`config.mk`:
```
export PLATFORM = sky130hd
export DESIGN_NAME = instr_word_assembler_flat
export DESIGN_NICKNAME = d
export VERILOG_FILES = /design/src/rtl/instr_word_assembler_if.sv /design/src/rtl/instr_word_assembler.sv /design/src/flat_wrapper.sv
export SDC_FILE = /design/constraint.sdc
export NUM_CORES = 1
export LEC_CHECK = 0
export BUFFER_PORTS_ARGS = -buffer_cell sky130_fd_sc_hd__buf_2
export CAP_MARGIN = 20
export CORE_ASPECT_RATIO = 0.5
export CORE_MARGIN = 4
export CORE_UTILIZATION = 45
export CTS_BUF_LIST = sky130_fd_sc_hd__clkbuf_2 sky130_fd_sc_hd__clkbuf_4 sky130_fd_sc_hd__clkbuf_8
export CTS_CLUSTER_SIZE = 25
export DETAILED_ROUTE_END_ITERATION = 10
export HOLD_SLACK_MARGIN = 0.15
export PLACE_DENSITY = 0.75
export SYNTH_ARGS = -nofsm -noshare
export SYNTH_HDL_FRONTEND = slang
export SYNTH_SLANG_ARGS = --single-unit
export TNS_END_PERCENT = 1
```
`constraint.sdc`:
```
create_clock -name clk -period 2.98 [get_ports clk]
set_clock_uncertainty 0.2 [all_clocks]
set_input_delay 0 -clock clk [delete_from_list [all_inputs] [get_ports clk]]
set_output_delay 0 -clock clk [all_outputs]
set_load 0.02 [all_outputs]
```
`src/rtl/instr_word_assembler_if.sv`:
```
//------------------------------------------------------------------------------
// Module   : instr_word_assembler_if
// Brief    : Field-set input and packed-word output bundle for the assembler.
// Revision : 1.0 - initial release
//------------------------------------------------------------------------------
`default_nettype none

interface instr_word_assembler_if #(
  parameter int DEPTH  = 4,
  parameter int ADDR_W = 10
);
  logic                     in_valid;
  logic                     in_ready;
  logic [1:0]               fmt;
  logic [5:0]               opcode;
  logic [4:0]               rs;
  logic [4:0]               rt;
  logic [4:0]               rd;
  logic [4:0]               shamt;
  logic [5:0]               funct;
  logic [15:0]              immediate;
  logic [25:0]              target;
  logic                     out_valid;
  logic                     out_ready;
  logic [31:0]              out_word;
  logic [ADDR_W-1:0]        out_addr;
  logic [$clog2(DEPTH):0]   count;
  logic                     fmt_err;

  modport master (
    output in_valid, fmt, opcode, rs, rt, rd, shamt, funct, immediate, target,
    output out_ready,
    input  in_ready, out_valid, out_word, out_addr, count, fmt_err
  );

  modport slave (
    input  in_valid, fmt, opcode, rs, rt, rd, shamt, funct, immediate, target,
    input  out_ready,
    output in_ready, out_valid, out_word, out_addr, count, fmt_err
  );
endinterface

`default_nettype wire

```
`src/rtl/instr_word_assembler.sv`:
```
//------------------------------------------------------------------------------
// Module   : instr_word_assembler
// Brief    : Packs MIPS R/I/J fields into 32-bit words, queues them in a FIFO
//            and streams them out with a running word address.
//            Optional macro IWA_FLUSH_EN adds a synchronous flush input.
// Revision : 1.0 - initial release
//------------------------------------------------------------------------------
`default_nettype none

module instr_word_assembler #(
  parameter int          DEPTH     = 4,
  parameter int          ADDR_W    = 10,
  parameter int unsigned BASE_ADDR = 0
) (
  input  logic                   clk,
  input  logic                   rst_n,
`ifdef IWA_FLUSH_EN
  input  logic                   flush,
`endif
  instr_word_assembler_if.slave  bus
);

  localparam int                 c_PTR_W = $clog2(DEPTH);
  localparam int                 c_CNT_W = c_PTR_W + 1;
  localparam logic [c_CNT_W-1:0] c_FULL  = c_CNT_W'(DEPTH);
  localparam logic [ADDR_W-1:0]  c_BASE  = ADDR_W'(BASE_ADDR);
  localparam logic [1:0]         c_FMT_R = 2'b00;
  localparam logic [1:0]         c_FMT_I = 2'b01;
  localparam logic [1:0]         c_FMT_J = 2'b10;
  localparam logic [1:0]         c_FMT_X = 2'b11;

  logic [31:0]        r_mem [DEPTH];
  logic [c_PTR_W-1:0] r_wr_ptr;
  logic [c_PTR_W-1:0] r_rd_ptr;
  logic [c_CNT_W-1:0] r_count;
  logic [ADDR_W-1:0]  r_addr;
  logic               r_fmt_err;

  logic [31:0]        w_word;
  logic               w_flush;
  logic               w_in_ready;
  logic               w_out_valid;
  logic               w_in_fire;
  logic               w_push;
  logic               w_pop;

`ifdef IWA_FLUSH_EN
  assign w_flush = flush;
`else
  assign w_flush = 1'b0;
`endif

  always_comb begin
    w_word = 32'h0;
    case (bus.fmt)
      c_FMT_R: w_word = {bus.opcode, bus.rs, bus.rt, bus.rd, bus.shamt, bus.funct};
      c_FMT_I: w_word = {bus.opcode, bus.rs, bus.rt, bus.immediate};
      c_FMT_J: w_word = {bus.opcode, bus.target};
      default: w_word = 32'h0;
    endcase
  end

  // Ready depends only on registered occupancy, never on out_ready.
  assign w_in_ready  = (r_count != c_FULL);
  assign w_out_valid = (r_count != '0);
  assign w_in_fire   = bus.in_valid && w_in_ready && !w_flush;
  assign w_push      = w_in_fire && (bus.fmt != c_FMT_X);
  assign w_pop       = w_out_valid && bus.out_ready && !w_flush;

  // Storage carries no reset; pointers and count define what is valid.
  always_ff @(posedge clk) begin
    if (w_push) begin
      r_mem[r_wr_ptr] <= w_word;
    end
  end

  always_ff @(posedge clk or negedge rst_n) begin
    if (!rst_n) begin
      r_wr_ptr  <= '0;
      r_rd_ptr  <= '0;
      r_count   <= '0;
      r_addr    <= c_BASE;
      r_fmt_err <= 1'b0;
    end else if (w_flush) begin
      r_wr_ptr  <= '0;
      r_rd_ptr  <= '0;
      r_count   <= '0;
      r_addr    <= c_BASE;
      r_fmt_err <= 1'b0;
    end else begin
      if (w_push) begin
        r_wr_ptr <= r_wr_ptr + 1'b1;
      end
      if (w_pop) begin
        r_rd_ptr <= r_rd_ptr + 1'b1;
        r_addr   <= r_addr + 1'b1;
      end
      case ({w_push, w_pop})
        2'b10:   r_count <= r_count + 1'b1;
        2'b01:   r_count <= r_count - 1'b1;
        default: r_count <= r_count;
      endcase
      if (w_in_fire && (bus.fmt == c_FMT_X)) begin
        r_fmt_err <= 1'b1;
      end
    end
  end

  assign bus.in_ready  = w_in_ready;
  assign bus.out_valid = w_out_valid;
  assign bus.out_word  = w_out_valid ? r_mem[r_rd_ptr] : 32'h0;
  assign bus.out_addr  = r_addr;
  assign bus.count     = r_count;
  assign bus.fmt_err   = r_fmt_err;

endmodule

`default_nettype wire

```
`src/flat_wrapper.sv`:
```
// flat-port wrapper written by rule: the top's interface ports become plain ports
module instr_word_assembler_flat 
#(
  parameter int          DEPTH     = 4,
  parameter int          ADDR_W    = 10,
  parameter int unsigned BASE_ADDR = 0
)
  (clk, rst_n, bus_in_valid, bus_fmt, bus_opcode, bus_rs, bus_rt, bus_rd, bus_shamt, bus_funct, bus_immediate, bus_target, bus_out_ready, bus_in_ready, bus_out_valid, bus_out_word, bus_out_addr, bus_count, bus_fmt_err);
  instr_word_assembler_if #(.DEPTH(DEPTH), .ADDR_W(ADDR_W)) bus_i ();
  input  logic clk;
  input  logic rst_n;
  input wire logic [$bits(bus_i.in_valid)-1:0] bus_in_valid;
  input wire logic [$bits(bus_i.fmt)-1:0] bus_fmt;
  input wire logic [$bits(bus_i.opcode)-1:0] bus_opcode;
  input wire logic [$bits(bus_i.rs)-1:0] bus_rs;
  input wire logic [$bits(bus_i.rt)-1:0] bus_rt;
  input wire logic [$bits(bus_i.rd)-1:0] bus_rd;
  input wire logic [$bits(bus_i.shamt)-1:0] bus_shamt;
  input wire logic [$bits(bus_i.funct)-1:0] bus_funct;
  input wire logic [$bits(bus_i.immediate)-1:0] bus_immediate;
  input wire logic [$bits(bus_i.target)-1:0] bus_target;
  input wire logic [$bits(bus_i.out_ready)-1:0] bus_out_ready;
  output wire logic [$bits(bus_i.in_ready)-1:0] bus_in_ready;
  output wire logic [$bits(bus_i.out_valid)-1:0] bus_out_valid;
  output wire logic [$bits(bus_i.out_word)-1:0] bus_out_word;
  output wire logic [$bits(bus_i.out_addr)-1:0] bus_out_addr;
  output wire logic [$bits(bus_i.count)-1:0] bus_count;
  output wire logic [$bits(bus_i.fmt_err)-1:0] bus_fmt_err;
  assign bus_i.in_valid = bus_in_valid;
  assign bus_i.fmt = bus_fmt;
  assign bus_i.opcode = bus_opcode;
  assign bus_i.rs = bus_rs;
  assign bus_i.rt = bus_rt;
  assign bus_i.rd = bus_rd;
  assign bus_i.shamt = bus_shamt;
  assign bus_i.funct = bus_funct;
  assign bus_i.immediate = bus_immediate;
  assign bus_i.target = bus_target;
  assign bus_i.out_ready = bus_out_ready;
  assign bus_in_ready = bus_i.in_ready;
  assign bus_out_valid = bus_i.out_valid;
  assign bus_out_word = bus_i.out_word;
  assign bus_out_addr = bus_i.out_addr;
  assign bus_count = bus_i.count;
  assign bus_fmt_err = bus_i.fmt_err;
  instr_word_assembler #(.DEPTH(DEPTH), .ADDR_W(ADDR_W), .BASE_ADDR(BASE_ADDR)) u_core (.clk(clk), .rst_n(rst_n), .bus(bus_i));
endmodule
```
; Word level (Yosys, flattened, before mapping)
; Memory sizes are Yosys's and may differ from the RTL's.
; Index checks and enable logic that the tools add are counted.
[classes]
reduce_logical = 7
mux = 5
n_addsub = 5
eq_ne = 7
[op_table]
columns = operator, count
row1 = 32-bit case mux with 3 select lines, 1
row2 = 32-bit 2-to-1 mux, 1
row3 = "10-bit by 1-bit adder with 10-bit output, second input constant", 1
row4 = "2-bit == test, second input constant", 3
row5 = 3-bit case mux with 2 select lines, 1
row6 = "2-bit by 1-bit adder with 2-bit output, second input constant", 2
row7 = "2-bit by 1-bit == test with 1-bit output, second input constant", 2
row8 = 1-bit logical AND, 4
row9 = "3-bit by 1-bit adder with 3-bit output, second input constant", 1
row10 = "3-bit inequality test, second input constant", 1
row11 = 3-bit nonzero test, 1
row12 = "3-bit by 1-bit subtractor with 3-bit output, second input constant", 1
row13 = 2-bit zero test, 1
row14 = 1-bit 2-to-1 mux, 2
row15 = "2-bit inequality test, second input constant", 1
row16 = 2-bit nonzero test, 1
[totals]
input_bits = 80
mem_bits_rw = 128
n_memories = 1
output_inout_bits = 48
word_cells = 30
reg_bits = 18
[memory_table]
columns = memory, words, width, read_ports, rd_clocked_by_memory_dff, wr, line
row1 = u_core.r_mem, 4, 32, 1, 0, 1, instr_word_assembler.sv:32  ; logic [31:0] r_mem [DEPTH];

; Longest topological paths before layout
; Gate-level depths: netlist (run 1).
[depth]
depth_word = 5
ltp_mapped = 9
ltp_nobuf = 8

; Worst setup path after synthesis (run 1)
; OpenSTA, ideal clock, no wires.
[synth_timing]
path_type = flip-flop to flip-flop
startpoint = reg u_core.r_count[2] (netlist: u_core.bus.count[2])
endpoint = mem u_core.r_mem[0][0] (enable)
path_slack_ns = 0.014
synth_period_minus_slack_ns = 2.966
path_stages_with_launch = 4
setup_ns = 0.421
n_path_buf = 0
t_arrival_ns = 2.345
path_cell_list = dfrtp_1 -> or3b_4 -> nand3_4 -> nor2_1
[synth_via]
elab_chain_cells = 5
[synth_rtl]
columns = element, line
row1 = "start, declared", instr_word_assembler.sv:35  ; logic [c_CNT_W-1:0] r_count;
row2 = "start signal, assigned", instr_word_assembler.sv:99  ; 2'b10: r_count <= r_count + 1'b1;
row3 = "start signal, assigned", instr_word_assembler.sv:100  ; 2'b01: r_count <= r_count - 1'b1;
row4 = "start signal, assigned", instr_word_assembler.sv:101  ; default: r_count <= r_count;
row5 = 3-bit inequality test, instr_word_assembler.sv:64  ; assign w_in_ready = (r_count != c_FULL);
row6 = named net bus_in_ready, flat_wrapper.sv:23  ; output wire logic [$bits(bus_i.in_ready)-1:0] bus_in_ready;
row7 = 1-bit logical AND, instr_word_assembler.sv:66  ; assign w_in_fire = bus.in_valid && w_in_ready && !w_flush;
row8 = 1-bit logical AND, instr_word_assembler.sv:67  ; assign w_push = w_in_fire && (bus.fmt != c_FMT_X);
row9 = 1-bit 2-to-1 mux, instr_word_assembler.sv:72  ; if (w_push) begin
row10 = 1-bit 2-to-1 mux (not written as such), instr_word_assembler.sv:73  ; r_mem[r_wr_ptr] <= w_word;
row11 = "end, declared", instr_word_assembler.sv:32
; The timed path passes the listed nets, and every way through them passes these cells.

; Worst setup path after layout (run 1)
[layout_timing]
startpoint = in bus_fmt[1]
endpoint = reg u_core.r_count[2] (netlist: u_core.bus.count[2])
[layout_via]
elab_chain_cells = 4
[layout_rtl]
columns = element, line
row1 = "start, declared", flat_wrapper.sv:13  ; input wire logic [$bits(bus_i.fmt)-1:0] bus_fmt;
row2 = 2-bit inequality test (*), instr_word_assembler.sv:67
row3 = 1-bit logical AND (*), instr_word_assembler.sv:67
row4 = 2-bit by 1-bit == test with 1-bit output or 2-bit == test (tied branches), instr_word_assembler.sv:98  ; case ({w_push, w_pop})
row5 = 3-bit case mux with 2 select lines or 2-bit nonzero test (tied branches), -
; Mark *: on every way between the ends. The rest lies on a longest branch, timed or not.
; A chain may end at the register's enable or synchronous reset.

==> reports/qor.yml, run 1 <==
yosys:
  yosysTopAreaCell: "edfxtp_1"
  synthCells: 380
  ys_types: 30
  synth_flop_cell: "edfxtp_1"
  synthAdderAreaFrac_pct: 1.52
  synth_simple_gate_area_share_pct: 7.87
  ys_seq_area_share_pct: 68.4
  avgSynthCellArea_um2: 16.5
  synth_top_family_by_area: "multiplexers"
  async_flop_share_pct: 12.3
  syn-num-nets: 467
  synth_edf_count: 128
  syn-cell-area_um2: 6280
  synth_top_area_share_pct: 61.2
  synthMuxAreaShare_pct: 14.4
  synth_compound_area_share_pct: 2.57
  synthXorXnorAreaFrac_pct: 2.09
  synth-seq-cells: 146
  yosys_warnings: 0
  yosys-top-cells-area: "edfxtp_1, mux4_2, dfrtp_1, nor2b_1, mux2i_1"
job:
  max_cap_viol_count: 0
worst_setup_path:
  endpoint_kind: "flip-flop"
  start_kind: "primary input"
  path_cells: "dlygate4sd3_1 -> buf_2 -> nand2_1 -> dlygate4sd3_1 -> nand3_4 -> ha_1 -> inv_1 -> fa_1 -> xor2_1 -> nor2_1 -> xor2_1"
  path_buf_inv: 4
  crit_slowest_cell: "dlygate4sd3_1"
  critPathMaxFanout: 7
  slowest_delay_ns: 0.72
  critPathArrivalTime_ns: 2.83
  crit_required_ns: 3.14
  cp.depth: 11
  cp_top_family: "buffers and inverters"
  path_class: "primary input to flip-flop"
  reg2regPathDepth: 8
clock_network:
  clk_pin_slew_worst_paths_ns: 0.09
  cts_root_buffer: "clkbuf_8"
  cts_max_path_buffers: 2
  cts_tree: "yes"
  numCtsBuffers: 17
  cts.sinks: 146
  insertion_delay_ns: 0.43
  h-tree-depth: 4
  postCtsResizedCells: 0
timing:
  tns_ns: 0
  finalCritPeriodShare_pct: 89.9
  fmax_mhz: 373
  fin_hold_ws_ns: 0.272
  rsz0062_at_grt: "false"
  slew_headroom_pct: 43.2
  setup_viol: 0
  post-route-min-period_ns: 2.68
  hold_violations: 0
  slew_violations: 0
  worst_pin_slew_ns: 0.850
global_routing:
  grt_pass1_wl_mm: 22.0
  antenna_found_initial: 0
  grt_overflow_total: 0
  grt_pass1_vias: 4210
  grt.total_usage_pct: 17.8
  grt_max_degree: 34
finish:
  fin_cells: 792
  n_antenna_cell: 0
  drive_gt1_share_pct: 36.0
  fill_cells: 1019
  finalNetCount: 674
  syn_to_final_growth_pct: 31.2
min_path:
  hold_class: "flip-flop to flip-flop"
  worstHoldPathCells: 1
routing:
  firstDrtPassIters: 5
  wl_per_cell_um: 17.3
  vias_per_cell: 5.01
  wirelength_mm: 13.7
  drc_errors: 0
  ant_nets: 0
  vias: 3968
  dr.first_iter.drc_count: 237
die:
  die_w_um: 175
  fp.dieH_um: 91.5
  start_util_pct: 46.2
  fp.coreArea_um2: 13600
  ios: 128
  core.rowCount: 30
  dieArea_um2: 16000
place:
  port-buffer-count: 127
  post-place-cells: 693
  place.gp.congestion: 0.744
  dp_hpwl_mm: 8.43
power:
  p_per_area_nw_per_um2: 850
  vdd.ir_drop.worst_mv: 0.431
  leakage_nw: 3.21
run_status:
  outcome: "completed"
==> area by class of cell <==
class                      instances  area, um2  area share (%)
sequential                       146       4300            52.2
clock buffer                      17        234            2.84
inverter                          23       86.3            1.05
tap                              192        240            2.92
timing repair buffer             207       1430            17.4
multi-input combinational        192       1830            22.2
clock inverter                    15        123            1.49
==> cells in the mapped netlist, types with 2 or more instances <==
cell and number:
nor4_1 3, inv_1 22, nand3_1 2, dfrtp_1 18, mux2i_1 17, nand4_1 4, ha_1 6, o21ai_0 26
mux4_2 32, nor2b_1 33, and2_1 6, buf_6 3, xnor2_1 9, xor2_1 6, clkbuf_1 7, nor2_1 6
edfxtp_1 128, nand2_1 33, buf_2 8
==> worst reg2reg max path, cell delays in order, from the launching register on <==
cell,delay (ns)
dfrtp_1,0.48
or3b_4,0.46
nand3_4,0.20
ha_1,0.22
inv_1,0.06
fa_1,0.37
xor2_1,0.15
nor2_1,0.11
xor2_1,0.17
==> sequential cells by signal, summed over array words and instances, names as in the netlist <==
name                 flops
u_core.bus.out_addr     10
u_core.r_wr_ptr          2
u_core.bus.count         3
u_core.r_rd_ptr          2
u_core.bus.fmt_err       1
u_core.r_mem           128
==> repair_timing <==
action | in CTS | in global routing
endpoints found under the setup margin | 0 | 0
hold buffers | 67 | 0
endpoints found under the hold margin | 231 | 0
setup buffers | 0 | 0
==> where the power goes <==
group,internal [mW],switching [mW]
Sequential,2.64,0.333
Clock,0.598,0.794
Combinational,1.21,1.43
Total,4.44,2.56
==> final timing paths <==
| check | from | to | slack [ns] |
|---|---|---|---|
| setup / recovery | bus_fmt[1] | u_core.bus.count[2] | 0.30 |
| hold / removal | u_core.bus.out_addr[9] | u_core.bus.out_addr[9] | 0.27 |
| setup reg to reg | u_core.bus.count[0] | u_core.bus.count[2] | 0.48 |
| hold reg to reg | u_core.bus.out_addr[9] | u_core.bus.out_addr[9] | 0.27 |
| max in group asynchronous | rst_n | u_core.r_rd_ptr[1] | 1.46 |
| min in group asynchronous | rst_n | u_core.bus.count[0] | 0.53 |
==> cell usage in the layout (no fill, tap or decap), types with 9 or more instances in the layout <==
cell / netlist / final
buf_4: 1 / 11
buf_2: 8 / 127
clkbuf_8: 0 / 17
dlygate4sd3_1: 0 / 67
mux2i_1: 17 / 17
o21ai_0: 26 / 26
dfrtp_1: 18 / 16
xnor2_1: 9 / 9
nand2_1: 33 / 33
mux4_2: 32 / 32
nor2b_1: 33 / 32
edfxtp_1: 128 / 128
inv_1: 22 / 22
==> per-layer routing <==
metal	global-route usage, %	part of all wire, %
met5	0	0
met4	7.84	2.1
met3	4.16	5.3
met2	29.9	52
met1	22.4	41
==> per-stage QoR <==
step	power, mW	worst slack (ns)	utilization [%]	cell area, um2
after floorplan	4.75	0.0135	-	6280
after global placement	5.55	0.540	53.0	7210
after detailed placement	5.61	0.494	53.0	7210
after CTS	7.08	0.296	60.6	8240
after global routing	7.41	0.149	60.6	8240
final	7.00	0.302	60.6	8240
==> cell families (layout without fill, tap and decap cells) <==
logic type | Yosys count | after routing
muxes | 50 | 50
buffers and inverters | 42 | 262
xor gates and xnor gates | 15 | 15
adders and majority gates | 7 | 7
and+or+nand+nor | 92 | 92
AOI/OAI and AO/OA | 28 | 28
DFF | 146 | 146
Note: power is estimated with default switching activity, not from simulation.
==> inputs of run 2 (changes only) <==
Settings changed: MAX_ROUTING_LAYER from default to met4.
==> reports/qor.yml, run 2 (synthesis results as in run 1) <==
run_status:
  outcome: "completed"
global_routing:
  grt_pass1_vias: 4213  # +0.071%
  grt_pass1_wl_mm: 22.0  # unchanged
  grt_max_degree: 34  # unchanged
  grt.total_usage_pct: 18.4  # +0.51 points
  grt_overflow_total: 0  # unchanged
  antenna_found_initial: 0  # unchanged
timing:
  fin_hold_ws_ns: 0.272  # -0.000377 ns
  tns_ns: 0  # unchanged
  rsz0062_at_grt: "false"
  fmax_mhz: 374  # about the same
  slew_violations: 0  # unchanged
  setup_viol: 0  # unchanged
  post-route-min-period_ns: 2.68  # -0.00136 ns
  hold_violations: 0  # unchanged
  finalCritPeriodShare_pct: 89.8  # about the same
  worst_pin_slew_ns: 0.857  # +0.00766 ns
  slew_headroom_pct: 42.6  # -0.51 points
finish:
  drive_gt1_share_pct: 36.0  # unchanged
  finalNetCount: 674  # unchanged
  multiInputGateArea_um2: 1830  # unchanged
  n_antenna_cell: 0  # unchanged
  largest_reg_flops: 128  # unchanged
  seqCellArea_um2: 4300  # unchanged
  fin_cells: 792  # unchanged
  final_cell_mix: "edfxtp_1, buf_2, dlygate4sd3_1"
  top_register: "u_core.r_mem"
  final_util_pct: 60.6  # unchanged
  final_common_cell: "edfxtp_1"
  fill_cells: 1019  # unchanged
  syn_to_final_growth_pct: 31.2  # unchanged
power:
  p_per_area_nw_per_um2: 852  # +0.17%
  power_mw: 7.01  # +0.17%
  vdd.ir_drop.worst_mv: 0.432  # +0.24%
  leakage_nw: 3.21  # unchanged
place:
  place.gp.congestion: 0.753  # +1.3%
  post-place-cells: 693  # unchanged
  port-buffer-count: 127  # unchanged
  dp_hpwl_mm: 8.43  # unchanged
clock_network:
  h-tree-depth: 4  # unchanged
  cts_root_buffer: "clkbuf_8"
  numCtsBuffers: 17  # unchanged
  cts_tree: "yes"
  postCtsResizedCells: 0  # unchanged
  clk_pin_slew_worst_paths_ns: 0.09  # about the same
  cts_hold_buf: 67  # unchanged
  post_cts_buffers: 0  # unchanged
  cts.sinks: 146  # unchanged
  cts_max_path_buffers: 2  # unchanged
  insertion_delay_ns: 0.43  # about the same
routing:
  vias: 3981  # +0.33%
  wl_per_cell_um: 17.3  # +0.47%
  vias_per_cell: 5.03  # +0.33%
  drc_errors: 0  # unchanged
  ant_nets: 0  # unchanged
  firstDrtPassIters: 5  # unchanged
  wirelength_mm: 13.7  # +0.47%
  dr.first_iter.drc_count: 225  # -5.1%
min_path:
  worstHoldPathCells: 1  # unchanged
  hold_end: "u_core.bus.out_addr[9]"
  hp-start: "u_core.bus.out_addr[9]"
  hold_class: "flip-flop to flip-flop"
job:
  max_cap_viol_count: 0  # unchanged
worst_setup_path:
  critPathLaunch: "bus_fmt[1]"
  start_kind: "primary input"
  r2r_end: "u_core.bus.count[2]"
  endpoint_kind: "flip-flop"
  critPathMaxFanout: 7  # unchanged
  path_cells: "dlygate4sd3_1 -> buf_2 -> nand2_1 -> dlygate4sd3_1 -> nand3_4 -> ha_1 -> inv_1 -> fa_1 -> xor2_1 -> nor2_1 -> xor2_1"
  critPathArrivalTime_ns: 2.84  # about the same
  cp_top_family: "buffers and inverters"
  crit_slowest_cell: "dlygate4sd3_1"
  reg2regPathDepth: 8  # unchanged
  reg2reg_slack_ns: 0.48  # about the same
  crit_required_ns: 3.14  # about the same
  cp.depth: 11  # unchanged
  path_class: "primary input to flip-flop"
  slowest_delay_ns: 0.72  # about the same
  path_buf_inv: 4  # unchanged
  r2r-start: "u_core.bus.count[0]"
die:
  die_w_um: 175  # unchanged
  start_util_pct: 46.2  # unchanged
  core.rowCount: 30  # unchanged
  dieArea_um2: 16000  # unchanged
  fp.dieH_um: 91.5  # unchanged
  fp.coreArea_um2: 13600  # unchanged
  ios: 128  # unchanged
run 2: layer usage:
metal,routed length (um),part of all wire [%],track usage [%],up-vias
met4,341,2.5,7.84,0
met2,6940,51,29.9,119
met5,0,0,-,-
met3,656,4.8,4.03,33
li1,-,-,-,1837
met1,5800,42,22.4,1992
run 2: final cells by class:
cell class              count  area share (%)
clock buffers              17            2.84
flip-flops and latches    146            52.2
inverters                  23            1.05
multi-input cells         192            22.2
well taps                 192            2.92
repair buffers            207            17.4
clock inverters            15            1.49
run 2: worst max path at each step:
stage,to,slack (ns)
floorplan,u_core.r_mem[0][0],0.01
global placement,u_core.bus.count[2],0.54
detailed placement,u_core.bus.count[2],0.49
CTS,u_core.r_mem[1][13],0.30
global route,u_core.bus.count[2],0.15
finish,u_core.bus.count[2],0.30
run 2: through the flow:
step                      instance area (um2)  worst slack [ns]
after global routing                     8240             0.147
after global placement                   7210             0.540
after CTS                                8240             0.296
final                                    8240             0.303
after detailed placement                 7210             0.494
after floorplan                          6280            0.0135
run 2: power breakdown:
group	internal (mW)	switching, mW	leakage, nW
combinational	1.21	1.43	1.65
clock	0.598	0.799	0.172
sequential	2.64	0.338	1.39
total	4.44	2.57	3.21
